===== src/rtl/sm3_pkg.sv =====
// ----------------------------------------------------------------------------
// sm3_pkg
// Shared constants and types for the SM3 block packer and its block FIFO.
//   SM3_BLK_W   : message block width (512, fixed by SM3)
//   SM3_CNT_W   : width of the bit-in-block counter (0..511)
//   blk_entry_t : one FIFO entry, {data, first, last}
// ----------------------------------------------------------------------------
package sm3_pkg;

    localparam int SM3_BLK_W = 512;
    localparam int SM3_CNT_W = 9;

    typedef struct packed {
        logic [SM3_BLK_W-1:0] data;
        logic                 first;
        logic                 last;
    } blk_entry_t;

endpackage


===== src/rtl/sm3_blk_fifo.sv =====
// ----------------------------------------------------------------------------
// sm3_blk_fifo
// Show-ahead FIFO of DEPTH message blocks (514 bits each).
// Ports:
//   clk, rst_n  : clock, asynchronous active-low reset (empties the FIFO)
//   i_push      : write i_entry; ignored when full unless popping this cycle
//   i_entry     : entry to write
//   i_pop       : remove head; ignored when empty
//   o_head      : current head entry (only meaningful when !o_empty)
//   o_full      : DEPTH entries held
//   o_empty     : no entries held
// ----------------------------------------------------------------------------
module sm3_blk_fifo
    import sm3_pkg::*;
#(
    parameter int DEPTH = 2
) (
    input  logic       clk,
    input  logic       rst_n,
    input  logic       i_push,
    input  blk_entry_t i_entry,
    input  logic       i_pop,
    output blk_entry_t o_head,
    output logic       o_full,
    output logic       o_empty
);

    localparam int AW = $clog2(DEPTH);

    blk_entry_t      r_mem [DEPTH];
    logic [AW:0]     r_wr_ptr;
    logic [AW:0]     r_rd_ptr;
    logic            w_do_push;
    logic            w_do_pop;

    // Pointers carry one extra wrap bit so full and empty are distinguishable.
    assign o_empty = (r_wr_ptr == r_rd_ptr);
    assign o_full  = (r_wr_ptr[AW] != r_rd_ptr[AW]) &&
                     (r_wr_ptr[AW-1:0] == r_rd_ptr[AW-1:0]);

    assign w_do_pop  = i_pop && !o_empty;
    // A pop frees the slot on the same edge, so push at full is accepted then.
    assign w_do_push = i_push && (!o_full || w_do_pop);

    assign o_head = r_mem[r_rd_ptr[AW-1:0]];

    // Storage has no reset; the pointers define which entries are live.
    always_ff @(posedge clk) begin
        if (w_do_push) begin
            r_mem[r_wr_ptr[AW-1:0]] <= i_entry;
        end
    end

    always_ff @(posedge clk or negedge rst_n) begin
        if (!rst_n) begin
            r_wr_ptr <= '0;
            r_rd_ptr <= '0;
        end else begin
            if (w_do_push) begin
                r_wr_ptr <= r_wr_ptr + (AW+1)'(1);
            end
            if (w_do_pop) begin
                r_rd_ptr <= r_rd_ptr + (AW+1)'(1);
            end
        end
    end

endmodule


===== src/rtl/sm3_block_pack.sv =====
// ----------------------------------------------------------------------------
// sm3_block_pack
// Collects the padded SM3 bit stream into 512-bit blocks, tags the first and
// last block of each message and queues them for the compression stage.
// Optional feature macro: SM3_PACK_ERR_EN (enables the pack_err pulse).
// Ports:
//   clk, rst_n       : clock, asynchronous active-low reset
//   data_padding     : padded message bit, MSB first
//   data_padding_en  : bit qualifier, contiguous for a whole message
//   block_data       : head block, first received bit at [511]
//   block_first      : head block is first of its message
//   block_last       : head block is last of its message
//   block_valid      : FIFO head valid
//   block_ready      : consumer takes head when valid & ready
//   pack_err         : one-cycle pulse on overflow or partial block
// ----------------------------------------------------------------------------
module sm3_block_pack
    import sm3_pkg::*;
#(
    parameter int DEPTH = 2,
    parameter int BLK_W = SM3_BLK_W
) (
    input  logic             clk,
    input  logic             rst_n,
    input  logic             data_padding,
    input  logic             data_padding_en,
    output logic [BLK_W-1:0] block_data,
    output logic             block_first,
    output logic             block_last,
    output logic             block_valid,
    input  logic             block_ready,
    output logic             pack_err
);

    logic [SM3_BLK_W-2:0] r_shreg;
    logic [SM3_CNT_W-1:0] r_cnt;
    logic [SM3_BLK_W-1:0] r_pend;
    logic                 r_pend_vld;
    logic                 r_first_flag;

    logic                 w_blk_done;
    logic                 w_partial;
    logic                 w_last;
    logic                 w_pop;
    logic                 w_full;
    logic                 w_empty;
    blk_entry_t           w_entry;
    blk_entry_t           w_head;

    assign w_blk_done = data_padding_en && (r_cnt == '1);
    // en dropping mid-block; when a block just completed, r_cnt is already 0.
    assign w_partial  = !data_padding_en && (r_cnt != '0);
    // The cycle after a block completes tells whether the message continues.
    assign w_last     = !data_padding_en;
    assign w_pop      = !w_empty && block_ready;

    assign w_entry.data  = r_pend;
    assign w_entry.first = r_first_flag;
    assign w_entry.last  = w_last;

    always_ff @(posedge clk or negedge rst_n) begin
        if (!rst_n) begin
            r_shreg      <= '0;
            r_cnt        <= '0;
            r_pend       <= '0;
            r_pend_vld   <= 1'b0;
            r_first_flag <= 1'b1;
        end else begin
            if (data_padding_en) begin
                r_shreg <= {r_shreg[SM3_BLK_W-3:0], data_padding};
                r_cnt   <= r_cnt + SM3_CNT_W'(1);
            end else if (w_partial) begin
                r_cnt <= '0;
            end

            if (w_blk_done) begin
                r_pend     <= {r_shreg, data_padding};
                r_pend_vld <= 1'b1;
            end else if (r_pend_vld) begin
                r_pend_vld <= 1'b0;
            end

            if (r_pend_vld) begin
                r_first_flag <= w_last;
            end else if (w_partial) begin
                r_first_flag <= 1'b1;
            end
        end
    end

    sm3_blk_fifo #(
        .DEPTH (DEPTH)
    ) u_fifo (
        .clk     (clk),
        .rst_n   (rst_n),
        .i_push  (r_pend_vld),
        .i_entry (w_entry),
        .i_pop   (w_pop),
        .o_head  (w_head),
        .o_full  (w_full),
        .o_empty (w_empty)
    );

    // Head is masked while empty so stale storage never reaches the outputs.
    assign block_valid = !w_empty;
    assign block_data  = w_empty ? '0   : w_head.data;
    assign block_first = w_empty ? 1'b0 : w_head.first;
    assign block_last  = w_empty ? 1'b0 : w_head.last;

`ifdef SM3_PACK_ERR_EN
    logic w_overflow;
    logic r_pack_err;

    assign w_overflow = r_pend_vld && w_full && !w_pop;

    always_ff @(posedge clk or negedge rst_n) begin
        if (!rst_n) begin
            r_pack_err <= 1'b0;
        end else begin
            r_pack_err <= w_overflow || w_partial;
        end
    end

    assign pack_err = r_pack_err;
`else
    assign pack_err = 1'b0;
`endif

endmodule


===== config.mk =====
export PLATFORM = sky130hd
export DESIGN_NAME = sm3_block_pack
export DESIGN_NICKNAME = d
export VERILOG_FILES = /design/src/rtl/sm3_pkg.sv /design/src/rtl/sm3_blk_fifo.sv /design/src/rtl/sm3_block_pack.sv
export SDC_FILE = /design/constraint.sdc
export NUM_CORES = 2
export LEC_CHECK = 0
export ABC_CLOCK_PERIOD_IN_PS = 115400
export BUFFER_PORTS_ARGS = -buffer_cell sky130_fd_sc_hd__buf_2
export CAP_MARGIN = 40
export CORE_ASPECT_RATIO = 0.75
export CORE_MARGIN = 4
export CORE_UTILIZATION = 30
export DETAILED_ROUTE_END_ITERATION = 12
export GPL_ROUTABILITY_DRIVEN = 0
export PLACE_DENSITY = 0.44
export REMOVE_ABC_BUFFERS = 1
export SLEW_MARGIN = 30
export SYNTH_ARGS = -nofsm -noshare
export SYNTH_HDL_FRONTEND = slang
export SYNTH_HIERARCHICAL = 1
export SYNTH_SLANG_ARGS = --single-unit

===== constraint.sdc =====
create_clock -name clk -period 115.4 [get_ports clk]
set_input_delay 5.77 -clock clk [delete_from_list [all_inputs] [get_ports clk]]
set_output_delay 5.77 -clock clk [all_outputs]
set_load 0.1 [all_outputs]

==> flow_metrics.py <==
metrics = {
    "timing": {
        "fin_crit_ps": 11790,
        "max_freq_mhz": 84.79,
        "worst_pin_slew_ps": 1027,
        "period_share_pct": 10.22,
        "slew_headroom_pct": 31.50,
        "finalMaxSlewViolations": 0,
        "rsz0062_at_grt": "no",
        "fin_tns_setup_ps": 0,
        "clock_skew_ps": 44.43,
        "final_hold_viol_count": 0,
        "setup_viol": 0,
    },
    "floorplanning": {
        "rows": 166,
        "start_util_pct": 30.16,
        "num_io_pins": 521,
        "core_um2": 272900,
        "dieWidth_um": 612.9,
        "die-height_um": 461.7,
        "dieArea_um2": 283000,
    },
    "hold_path": {
        "hold_class": "reg2reg",
    },
    "clock_network": {
        "cts_buffers": 216,
        "cts_tree": "yes",
        "cts.sinks": 2066,
        "post_cts_resized": 0,
        "cts_root_buf": "clkbuf_16",
        "path_clk_slew_ps": 60,
        "clock_latency_ps": 850,
        "cts_buffer_depth": 4,
        "cts_htree_levels": 4,
        "cts_setup_buffers": 0,
        "cts_hold_buf": 0,
    },
    "critical_path": {
        "r2r_slack_ps": 109780,
        "crit_fanout": 40,
        "cp-start-kind": "register",
        "critPathCaptureType": "output port",
        "worstPathArrival_ps": 6020,
        "crit_type": "reg2out",
        "critPathRequiredTime_ps": 109630,
    },
    "drt": {
        "drc": 0,
        "first_pass_iters": 5,
        "ant_nets": 0,
        "wl_per_cell_um": 18.66,
        "drt-vias-per-instance": 4.295,
        "drt-initial-drc-count": 2787,
        "wl_mm": 183.6,
        "vias": 42263,
    },
    "job": {
        "maxCapViolCount": 0,
    },
    "global_route": {
        "grt_usage_pct": 12.73,
        "grt_pass1_vias": 44021,
        "antenna_found_initial": 10,
        "grt_max_degree": 145,
        "grt_pass1_wl_mm": 280.9,
        "overflow": 0,
    },
    "cells_and_area": {
        "final_cells": 9840,
        "layout-drive-gt1-share_pct": 31.67,
        "layout_common_cells": "nand2_1, dfrtp_1, edfxtp_1",
        "final_common_cell": "nand2_1",
        "fin_nets": 6057,
        "syn2layout_area_growth_pct": 15.97,
    },
    "pwr": {
        "irDropWorstVdd_uv": 21.81,
        "leakage_nw": 44.82,
        "p_per_area_nw_per_um2": 22.83,
    },
    "logic_synthesis": {
        "yosysWarnings": 6,
        "synth_area_um2": 82330,
        "synth_area_per_cell_um2": 14.98,
        "synthCells": 5496,
    },
    "placement": {
        "port_buffers": 519,
        "dp_cells": 9429,
        "place_hpwl_mm": 114.2,
    },
    "run_status": {
        "status": "completed",
    },
}
## flip-flops by register name, indices dropped and copies added, names as in the netlist
signal,cells
r_pend_vld,1
r_shreg,511
u_fifo/r_wr_ptr,2
r_cnt,9
r_first_flag,1
u_fifo/r_mem,1028
r_pend,512
u_fifo/r_rd_ptr,2
## metal layers
| layer | GRT usage (%) | wire length [um] |
|---|---|---|
| met1 | 18.58 | 89480 |
| met2 | 19.80 | 83090 |
| met3 | 2.169 | 7473 |
| met4 | 2.890 | 3534 |
| met5 | 0 | 0 |
## worst max-delay path, stage by stage, from the launching register on
cell and delay, ps:
dfrtp_4 710, buf_4 530, buf_12 300, buf_4 630, buf_4 720, buf_4 420
buf_16 290, buf_4 330, buf_16 300, mux2_4 210, nor2b_1 130, buf_2 440
## per-stage QoR
| stage | total power (W) | hold slack [ps] | worst slack (ps) | area (um^2) | util, % |
|---|---|---|---|---|---|
| 2_1_floorplan | 0.001612 | 434.8 | -30900 | 79690 | - |
| 3_3_place_gp | 0.001497 | 447.1 | 103340 | 87450 | 32.04 |
| 3_5_place_dp | 0.001502 | 450.8 | 103580 | 88000 | 32.25 |
| 4_1_cts | 0.002213 | 426.1 | 102940 | 95100 | 34.85 |
| 5_1_grt | 0.002268 | 461.6 | 103210 | 95470 | 34.98 |
| 6_report | 0.002179 | 444.3 | 103610 | 95470 | 34.98 |
## path summary, 6_finish.rpt
path	from	endpoint	cells past startpoint
worst max-delay path	u_fifo/r_rd_ptr[0]$_DFFE_PN0P_	block_data[309]	11
worst min-delay path	r_pend[230]$_DFFE_PN0P_	u_fifo/r_mem[0][232]$_DFFE_PP_	0
worst max register to register	u_fifo/r_rd_ptr[0]$_DFFE_PN0P_	u_fifo/r_mem[0][103]$_DFFE_PP_	12
worst min register to register	r_pend[230]$_DFFE_PN0P_	u_fifo/r_mem[0][232]$_DFFE_PP_	0
max in group asynchronous	rst_n	r_first_flag$_DFFE_PN1P_	10
min in group asynchronous	rst_n	r_shreg[97]$_DFFE_PN0P_	1
## area by class of cell
type | instances | area (um^2)
fill | 26562 | 177400
sequential | 2066 | 56850
inverter | 8 | 46.29
clock inverter | 76 | 782.0
clock buffer | 319 | 6314
antenna | 2 | 5.005
timing repair buffer | 622 | 4118
tap | 3612 | 4519
multi-input combinational | 3135 | 22840
## power by group
part / switching [W] / internal, W / leakage, nW
Combinational: 0.000533 / 0.000170 / 16.2
Clock: 0.000287 / 0.000409 / 3.48
Sequential: 0.00000635 / 0.000773 / 25.2
Note: power is estimated with default switching activity, not from simulation.
